File: config.mk
export PLATFORM = sky130hd
export DESIGN_NAME = mc_control_fsm
export DESIGN_NICKNAME = d
export VERILOG_FILES = /design/src/rtl/mc_control_fsm_pkg.sv /design/src/rtl/mc_ctrl_decode.sv /design/src/rtl/mc_control_fsm.sv
export SDC_FILE = /design/constraint.sdc
export NUM_CORES = 1
export LEC_CHECK = 0
export ABC_AREA = 1
export BUFFER_PORTS_ARGS = -buffer_cell sky130_fd_sc_hd__buf_2
export CAP_MARGIN = 0
export CORE_MARGIN = 2
export CORE_UTILIZATION = 50
export DETAILED_ROUTE_END_ITERATION = 6
export GPL_ROUTABILITY_DRIVEN = 0
export PLACE_DENSITY = 0.85
export SLEW_MARGIN = 15
export SYNTH_ARGS = -nofsm -noshare
export SYNTH_HDL_FRONTEND = slang
export SYNTH_HIERARCHICAL = 1
export SYNTH_SLANG_ARGS = --single-unit
File: constraint.sdc
create_clock -name clk -period 2.6 [get_ports clk]
set_input_delay 0.52 -clock clk [delete_from_list [all_inputs] [get_ports clk]]
set_output_delay 0.52 -clock clk [all_outputs]
set_load 0.02 [all_outputs]
File: src/rtl/mc_control_fsm_pkg.sv
// rtl/mc_control_fsm_pkg.sv - shared state, opcode and mux-select encodings for the multicycle control path
package mc_control_fsm_pkg;

    typedef enum logic [3:0] {
        S_RST    = 4'd0,
        S_FETCH  = 4'd1,
        S_DECODE = 4'd2,
        S_MEMADR = 4'd3,
        S_MEMRD  = 4'd4,
        S_MEMWB  = 4'd5,
        S_MEMWR  = 4'd6,
        S_REXE   = 4'd7,
        S_RWB    = 4'd8,
        S_BEQ    = 4'd9,
        S_ADDIEX = 4'd10,
        S_ADDIWB = 4'd11,
        S_JMP    = 4'd12
    } state_e;

    localparam logic [5:0] OP_LW    = 6'b100011;
    localparam logic [5:0] OP_SW    = 6'b101011;
    localparam logic [5:0] OP_RTYPE = 6'b000000;
    localparam logic [5:0] OP_BEQ   = 6'b000100;
    localparam logic [5:0] OP_ADDI  = 6'b001000;
    localparam logic [5:0] OP_J     = 6'b000010;

    localparam logic [1:0] SRCB_B       = 2'b00;
    localparam logic [1:0] SRCB_FOUR    = 2'b01;
    localparam logic [1:0] SRCB_IMM     = 2'b10;
    localparam logic [1:0] SRCB_IMM_SH2 = 2'b11;

    localparam logic [1:0] ALUOP_ADD   = 2'b00;
    localparam logic [1:0] ALUOP_SUB   = 2'b01;
    localparam logic [1:0] ALUOP_FUNCT = 2'b10;

    localparam logic [1:0] PCSRC_ALU    = 2'b00;
    localparam logic [1:0] PCSRC_ALUOUT = 2'b01;
    localparam logic [1:0] PCSRC_JUMP   = 2'b10;

    typedef struct packed {
        logic       pc_write;
        logic       pc_write_cond;
        logic       iord;
        logic       mem_read;
        logic       mem_write;
        logic       ir_write;
        logic       mem_to_reg;
        logic       reg_dst;
        logic       reg_write;
        logic       alu_src_a;
        logic [1:0] alu_src_b;
        logic [1:0] alu_op;
        logic [1:0] pc_source;
    } ctrl_t;

    function automatic logic op_is_legal(input logic [5:0] op);
        return (op == OP_LW) || (op == OP_SW) || (op == OP_RTYPE) ||
               (op == OP_BEQ) || (op == OP_ADDI) || (op == OP_J);
    endfunction

endpackage

File: src/rtl/mc_ctrl_decode.sv
// rtl/mc_ctrl_decode.sv - combinational state + mem_ready to control-word decode
module mc_ctrl_decode
    import mc_control_fsm_pkg::*;
(
    input  state_e state_i,
    input  logic   mem_ready_i,
    output ctrl_t  ctrl_o,
    output logic   instr_done_o
);

    always_comb begin
        ctrl_o       = '0;
        instr_done_o = 1'b0;
        case (state_i)
            S_FETCH: begin
                ctrl_o.mem_read  = 1'b1;
                ctrl_o.alu_src_b = SRCB_FOUR;
                ctrl_o.alu_op    = ALUOP_ADD;
                ctrl_o.pc_source = PCSRC_ALU;
                // IR and PC must not load on a fetch the memory has not completed
                ctrl_o.ir_write  = mem_ready_i;
                ctrl_o.pc_write  = mem_ready_i;
            end
            S_DECODE: begin
                ctrl_o.alu_src_b = SRCB_IMM_SH2;
                ctrl_o.alu_op    = ALUOP_ADD;
            end
            S_MEMADR: begin
                ctrl_o.alu_src_a = 1'b1;
                ctrl_o.alu_src_b = SRCB_IMM;
                ctrl_o.alu_op    = ALUOP_ADD;
            end
            S_MEMRD: begin
                ctrl_o.mem_read = 1'b1;
                ctrl_o.iord     = 1'b1;
            end
            S_MEMWB: begin
                ctrl_o.reg_write  = 1'b1;
                ctrl_o.mem_to_reg = 1'b1;
                instr_done_o      = 1'b1;
            end
            S_MEMWR: begin
                ctrl_o.mem_write = 1'b1;
                ctrl_o.iord      = 1'b1;
                instr_done_o     = mem_ready_i;
            end
            S_REXE: begin
                ctrl_o.alu_src_a = 1'b1;
                ctrl_o.alu_src_b = SRCB_B;
                ctrl_o.alu_op    = ALUOP_FUNCT;
            end
            S_RWB: begin
                ctrl_o.reg_write = 1'b1;
                ctrl_o.reg_dst   = 1'b1;
                instr_done_o     = 1'b1;
            end
            S_BEQ: begin
                ctrl_o.alu_src_a     = 1'b1;
                ctrl_o.alu_src_b     = SRCB_B;
                ctrl_o.alu_op        = ALUOP_SUB;
                ctrl_o.pc_write_cond = 1'b1;
                ctrl_o.pc_source     = PCSRC_ALUOUT;
                instr_done_o         = 1'b1;
            end
            S_ADDIEX: begin
                ctrl_o.alu_src_a = 1'b1;
                ctrl_o.alu_src_b = SRCB_IMM;
                ctrl_o.alu_op    = ALUOP_ADD;
            end
            S_ADDIWB: begin
                ctrl_o.reg_write = 1'b1;
                instr_done_o     = 1'b1;
            end
            S_JMP: begin
                ctrl_o.pc_write  = 1'b1;
                ctrl_o.pc_source = PCSRC_JUMP;
                instr_done_o     = 1'b1;
            end
            default: begin
                ctrl_o       = '0;
                instr_done_o = 1'b0;
            end
        endcase
    end

endmodule

File: src/rtl/mc_control_fsm.sv
// rtl/mc_control_fsm.sv - multicycle datapath main control FSM with retired-instruction counter
module mc_control_fsm
    import mc_control_fsm_pkg::*;
#(
    parameter int CNT_W = 32
) (
    input  logic             clk,
    input  logic             rst_n,
    input  logic [5:0]       opcode,
    input  logic             mem_ready,
    output logic             PCWrite,
    output logic             PCWriteCond,
    output logic             IorD,
    output logic             MemRead,
    output logic             MemWrite,
    output logic             IRWrite,
    output logic             MemtoReg,
    output logic             RegDst,
    output logic             RegWrite,
    output logic             ALUSrcA,
    output logic [1:0]       ALUSrcB,
    output logic [1:0]       ALUOp,
    output logic [1:0]       PCSource,
    output logic             illegal_op,
    output logic             instr_done,
    output logic [CNT_W-1:0] instr_count
);

    state_e           state_q, state_d;
    logic             is_sw_q;
    logic [CNT_W-1:0] count_q;
    ctrl_t            ctrl;

    mc_ctrl_decode u_decode (
        .state_i      (state_q),
        .mem_ready_i  (mem_ready),
        .ctrl_o       (ctrl),
        .instr_done_o (instr_done)
    );

    assign PCWrite     = ctrl.pc_write;
    assign PCWriteCond = ctrl.pc_write_cond;
    assign IorD        = ctrl.iord;
    assign MemRead     = ctrl.mem_read;
    assign MemWrite    = ctrl.mem_write;
    assign IRWrite     = ctrl.ir_write;
    assign MemtoReg    = ctrl.mem_to_reg;
    assign RegDst      = ctrl.reg_dst;
    assign RegWrite    = ctrl.reg_write;
    assign ALUSrcA     = ctrl.alu_src_a;
    assign ALUSrcB     = ctrl.alu_src_b;
    assign ALUOp       = ctrl.alu_op;
    assign PCSource    = ctrl.pc_source;
    assign instr_count = count_q;

    assign illegal_op = (state_q == S_DECODE) && !op_is_legal(opcode);

    always_comb begin
        state_d = state_q;
        case (state_q)
            S_RST:    state_d = S_FETCH;
            S_FETCH:  state_d = mem_ready ? S_DECODE : S_FETCH;
            S_DECODE: begin
                case (opcode)
                    OP_LW, OP_SW: state_d = S_MEMADR;
                    OP_RTYPE:     state_d = S_REXE;
                    OP_BEQ:       state_d = S_BEQ;
                    OP_ADDI:      state_d = S_ADDIEX;
                    OP_J:         state_d = S_JMP;
                    default:      state_d = S_FETCH;
                endcase
            end
            // lw/sw choice uses the opcode captured in DECODE, not the live IR bits
            S_MEMADR: state_d = is_sw_q ? S_MEMWR : S_MEMRD;
            S_MEMRD:  state_d = mem_ready ? S_MEMWB : S_MEMRD;
            S_MEMWB:  state_d = S_FETCH;
            S_MEMWR:  state_d = mem_ready ? S_FETCH : S_MEMWR;
            S_REXE:   state_d = S_RWB;
            S_RWB:    state_d = S_FETCH;
            S_BEQ:    state_d = S_FETCH;
            S_ADDIEX: state_d = S_ADDIWB;
            S_ADDIWB: state_d = S_FETCH;
            S_JMP:    state_d = S_FETCH;
            default:  state_d = S_RST;
        endcase
    end

    always_ff @(posedge clk) begin
        if (!rst_n) begin
            state_q <= S_RST;
            is_sw_q <= 1'b0;
            count_q <= '0;
        end else begin
            state_q <= state_d;
            if (state_q == S_DECODE) begin
                is_sw_q <= (opcode == OP_SW);
            end
            if (instr_done) begin
                count_q <= count_q + {{(CNT_W-1){1'b0}}, 1'b1};
            end
        end
    end

endmodule

# Word-level counts from Yosys, hierarchy flattened
# Cells that the tools add are included.
# W data, S select, Z words.
[word_totals] register_bits=37 input_bits=9 out_inout_bits=50 wordCells=57
[classes] add_sub_neg=1 eq_ne=17 n_mux=19 reduce_logical=17
[op_table] cell="$pmux W4 S5" count=2
[op_table] cell="$add A32 B1 Y32 const B" count=1
[op_table] cell="$pmux W4 S8" count=1
[op_table] cell="$eq A4 B4 Y1 const B" count=5
[op_table] cell="$eq A4 B3 Y1 const B" count=4
[op_table] cell="$eq A6 B6 Y1 const B" count=2
[op_table] cell="$mux W1" count=10
[op_table] cell="$eq A4 B2 Y1 const B" count=2
[op_table] cell="$reduce_or A2 Y1" count=4
[op_table] cell="$eq A6 B2 Y1 const B" count=1
[op_table] cell="$eq A6 B3 Y1 const B" count=1
[op_table] cell="$eq A6 B4 Y1 const B" count=1
[op_table] cell="$logic_not A6 Y1" count=1
[op_table] cell="$reduce_or A6 Y1" count=1
[op_table] cell="$logic_or A1 B1 Y1" count=5
[op_table] cell="$reduce_or A5 Y1" count=1
[op_table] cell="$eq A4 B1 Y1 const B" count=1
[op_table] cell="$logic_not A4 Y1" count=1
[op_table] cell="$mux W2" count=2
[op_table] cell="$pmux W1 S2" count=2
[op_table] cell="$pmux W2 S2" count=1
[op_table] cell="$reduce_or A4 Y1" count=1
[op_table] cell="$mux W3" count=1
[op_table] cell="$reduce_or A3 Y1" count=1
[op_table] cell="other kinds (2)" count=2

# Depth between registers and ports, before layout
[logic_depth] ltp_word=8 mapped_depth=15 ltp_nobuf=14

# Modules after synthesis
# The synthesis kept the hierarchy.
[by_module_without_submodules] module="mc_control_fsm" instances=1 cells_per_inst=368 area_each_um2=2230.9 seq_area_each_um2=740.7
[by_module_without_submodules] module="mc_ctrl_decode" instances=1 cells_per_inst=48 area_each_um2=222.7 seq_area_each_um2=0.0

# Least setup slack after synthesis
# Ideal clock, no wire load.
[synth_path] kind="register to register" startpoint="reg state_q[1]" endpoint="reg count_q[15] (netlist: instr_count[15])" setup_time_ns=0.115 t_arrival_ns=1.971 required_ns=2.485 setup_slack_ns=0.513 stages_incl_launch_ff=15 n_path_buf=1 period_less_slack_ns=2.087 cell_sequence="dfxtp_1 > inv_1 > nand2_1 > nand3_1 > nand2_2 > inv_2 > nand2_1 > buf_4 > nand2_1 > nor2_4 > nand3_2 > nor2_1 > nand4_1 > nand2_1 > nor2_1"
[synth_via] elab_chain_len=3 elab_cells_between_ends=8 cone_classes="eq/ne: 6; mux: 1; reduce/logical: 1"
[synth_lines] element="start, declared" line_no="mc_control_fsm.sv:29" text="state_e state_q, state_d;"
[synth_lines] element="start signal, assigned" line_no="mc_control_fsm.sv:94" text="state_q <= state_d;"
[synth_lines] element="$eq A4 B3 Y1 or $eq A4 B4 Y1 (tied branches)" line_no="mc_ctrl_decode.sv:14" text="case (state_i)"
[synth_lines] element="$reduce_or A5 Y1 (no source line)"
[synth_lines] element="$pmux W1 S2 *" line_no="mc_ctrl_decode.sv:14"
[synth_lines] element="net instr_done" line_no="mc_control_fsm.sv:25" text="output logic instr_done,"
[synth_lines] element="end signal, assigned" line_no="mc_control_fsm.sv:99" text="count_q <= count_q + {{(CNT_W-1){1'b0}}, 1'b1};"
[synth_lines] element="end, declared" line_no="mc_control_fsm.sv:31" text="logic [CNT_W-1:0] count_q;"
# The timed path passes the listed nets; every way through them passes the cells marked *.
# A chain may end at the register's enable or synchronous reset.

# Final worst setup path
[layout_path] startpoint="reg state_q[1]" endpoint="reg count_q[15] (netlist: instr_count[15])"
[layout_via] elab_chain_len=3 elab_cells_between_ends=8 cone_classes="eq/ne: 6; mux: 1; reduce/logical: 1"
[layout_lines] element="$eq A4 B3 Y1 or $eq A4 B4 Y1 (tied branches)" line_no="mc_ctrl_decode.sv:14"
[layout_lines] element="$reduce_or A5 Y1 (no source line)"
[layout_lines] element="$pmux W1 S2 *" line_no="mc_ctrl_decode.sv:14"
# Mark *: on every way between the ends. The rest lies on a longest branch, timed or not.

==> reports/qor.txt <==
Status: complete, no violations
Syn nets: 426
CP Cell Sequence: inv_1 > nor2_2 > nand2_2 > nor2_2 > nor2_1 > nand2_1 > nand2_1 > nor2_4 > nand3_2 > nor2_1 > nand4_1 > nand2_1 > nor2_1
Place WS: 0.301 ns
Max VDD drop: 0.339 mV
IO Pins: 59
Routed Antenna Nets: 0
Sequential area share after synthesis: 0.302
Final wirelength: 6050 µm
Placed Area: 2810 µm²
Largest cells by area after synthesis: dfxtp_1 (30%), nand2_1 (15%), nor2_1 (13%)
Row cnt: 25
# setup viols final: 0
Count leader, synth: nand2_1
Synth top area share: 0.302
Power Dens Cells: 374 nW/µm²
Worst setup SP type: register
Skew-Pair Late Insertion Delay: 0.29 ns
R2R Setup Slk: 0.27 ns
Post-cts sizing count: 0
H-Tree Depth: 2
Syn avg cell area: 5.90 µm²
Maximum number of pins on one net before global-route repair: 17
Internal Dissipation: 797 µW
CP startpoint: state_q[1]
CTS Hold Bufs: 0
Psw: 283 µW
Sinks on Clock Net: 37
CTS max path bufs: 2
Setup Fix Bufs, Post-CTS: 0
Clock tree from TritonCTS: yes
Net count reported at finish: 487
Static leakage: 0.00140 µW
Initial antenna violation count: 0
Post-synthesis instance total: 416
Post-synth EDFFs: 0
Critical Path AT: 2.52 ns
HP Class: register to register
Final Max Slew Viols: 0
Total core area: 4720 µm²
Slew margin rel.: 0.735
Crit path max-delay cell type: dfxtp_1
Antenna Cells: 0
Combinational Power Share: 0.099
Worst reg2reg endpoint: instr_count[15]
Cell family with most CP delay: simple AND/OR/NAND/NOR gates
Setup Skew: 0.00342 ns
Slew @ Worst Pin: 0.395 ns
Starting DRT DRC Count: 176
Finished Layout Cells: 545
GRT overflow: 0
Crit path required time: 2.79 ns
P&R area growth vs syn: 17.7%
Setup crit end kind: register
Max_cap viols: 0
Number of instances in the placed design: 537
Post-Syn Area: 2450 µm²
Die ar.: 5480 µm²
Layout Cell Area excl Fill: 2890 µm²
Reg2reg path depth: 13
Drt via density: 4.99
Reg power frac: 0.539
Synth unique cells: 29
Final hold violations: 0
Root buffer cell: clkbuf_8
GRT Resource Usage Total: 0.234
Maximum clock rate: 429 MHz
Reg-to-Reg Start: state_q[1]
CP peak stage delay: 0.54 ns
Yosys top cell by area: dfxtp_1
Die Y: 74.1 µm
PortBufs: 58
Detailed placement HPWL: 4720 µm
Ys flop type: dfxtp_1
Worst path depth: 13
Post-synth ARST share: 0
Buf/Inv on CP: 1
WS Path Type: register to register
Min Tclk post-route: 2.33 ns
Total iterations of the first detailed-routing run: 5
Total CTS buffers: 5
List of most frequent post-synthesis cells: nand2_1 (96), nor2_1 (86), inv_1 (73)
Clk slew on worst S/H paths: 0.07 ns
RSZ-0062 raised after global routing: false
Final setup TNS: 0 ns
Vias in the first global route: 2,400
Fraction of layout cells with a size suffix above 1: 0.199
First-pass GRT wire length: 10,200 µm
WL/cell: 11.1 µm
Worst Hold Depth: 2
Total number of vias: 2,718
Filler cells: 461
Final worst slack: 0.269 ns
Initial core utilization: 0.519
Yosys reg bits: 37
Post-route DRC violation count: 0
Die Wd: 74.1 µm
Clk pwr share: 0.362
Sw Share: 0.262
Yosys warnings: 6
Final period util: 0.897
Max FO, Critical Path: 11
Critical Path End: instr_count[15]
## worst min path at each step
stage | start | to
2_1_floorplan | is_sw_q | is_sw_q
3_3_place_gp | instr_count[8] | instr_count[8]
3_5_place_dp | instr_count[8] | instr_count[8]
4_1_cts | instr_count[8] | instr_count[8]
5_1_grt | instr_count[8] | instr_count[8]
6_report | instr_count[8] | instr_count[8]
## per-stage QoR
| step | hold WS (ns) | util | total power [µW] |
|---|---|---|---|
| floorplan | 0.505 | - | 669 |
| finish | 0.490 | 0.612 | 1080 |
| CTS | 0.495 | 0.612 | 1090 |
| detailed placement | 0.484 | 0.595 | 702 |
| global placement | 0.467 | 0.595 | 699 |
| global route | 0.512 | 0.612 | 1130 |
## cells by family after synthesis
logic type / share of synthesized area
and+or+nand+nor: 0.486
xor gates and xnor gates: 0.00357
buffers and inverters: 0.125
AOI/OAI and AO/OA: 0.0780
adders and majority gates: 0.00510
DFF: 0.302
## sequential cells by signal (all words and copies together) (netlist names)
signal	flops
is_sw_q	1
state_q	4
instr_count	32
## cells in the final DEF, fill, tap and decap left out, types with 2 or more instances in the layout
master    netlist  routed
o22ai_1         2       2
o21ai_0        12      12
o21ai_1         2       2
dfxtp_1        37      37
inv_2           2       2
nand2_1        96      96
nand3_1        24      24
nand3_2         4       4
inv_1          73      73
nor3_1          9       9
buf_2           0      58
nor2_2         10      10
clkbuf_8        0       5
a21oi_1        16      16
nand4_1        15      15
nor2_1         86      86
nor2_4          6       6
nand2_2         7       7
clkbuf_1        1       3
## tightest hold or removal path, delay by kind of cell, from the launching register on
kind,cells,cell delay [ns]
flops,1,0.34
buf+inv,1,0.06
compound gates,1,0.05
## power by group through the flow
stage	Clock [µW]	Sequential [µW]	Combinational, µW
global route	422	583	121
global placement	0	595	104
floorplan	0	594	75.0
finish	391	582	107
CTS	399	582	107
detailed placement	0	595	107
## area by class of cell
| cell class | instances | area, µm² | area share |
|---|---|---|---|
| clock buffer | 8 | 80.1 | 0.0277 |
| inverter | 75 | 282 | 0.0974 |
| multi-input combinational | 299 | 1410 | 0.486 |
| sequential | 37 | 741 | 0.256 |
| tap | 67 | 83.8 | 0.0290 |
| timing repair buffer | 59 | 298 | 0.103 |
## layer usage
layer	GRT usage	up-vias	part of all wire
met5	0	-	0
met1	0.304	1195	0.46
met3	0.0407	7	0.067
li1	-	1417	-
met2	0.389	99	0.46
met4	0.0889	0	0.015
(Power assumes the default switching activity.)
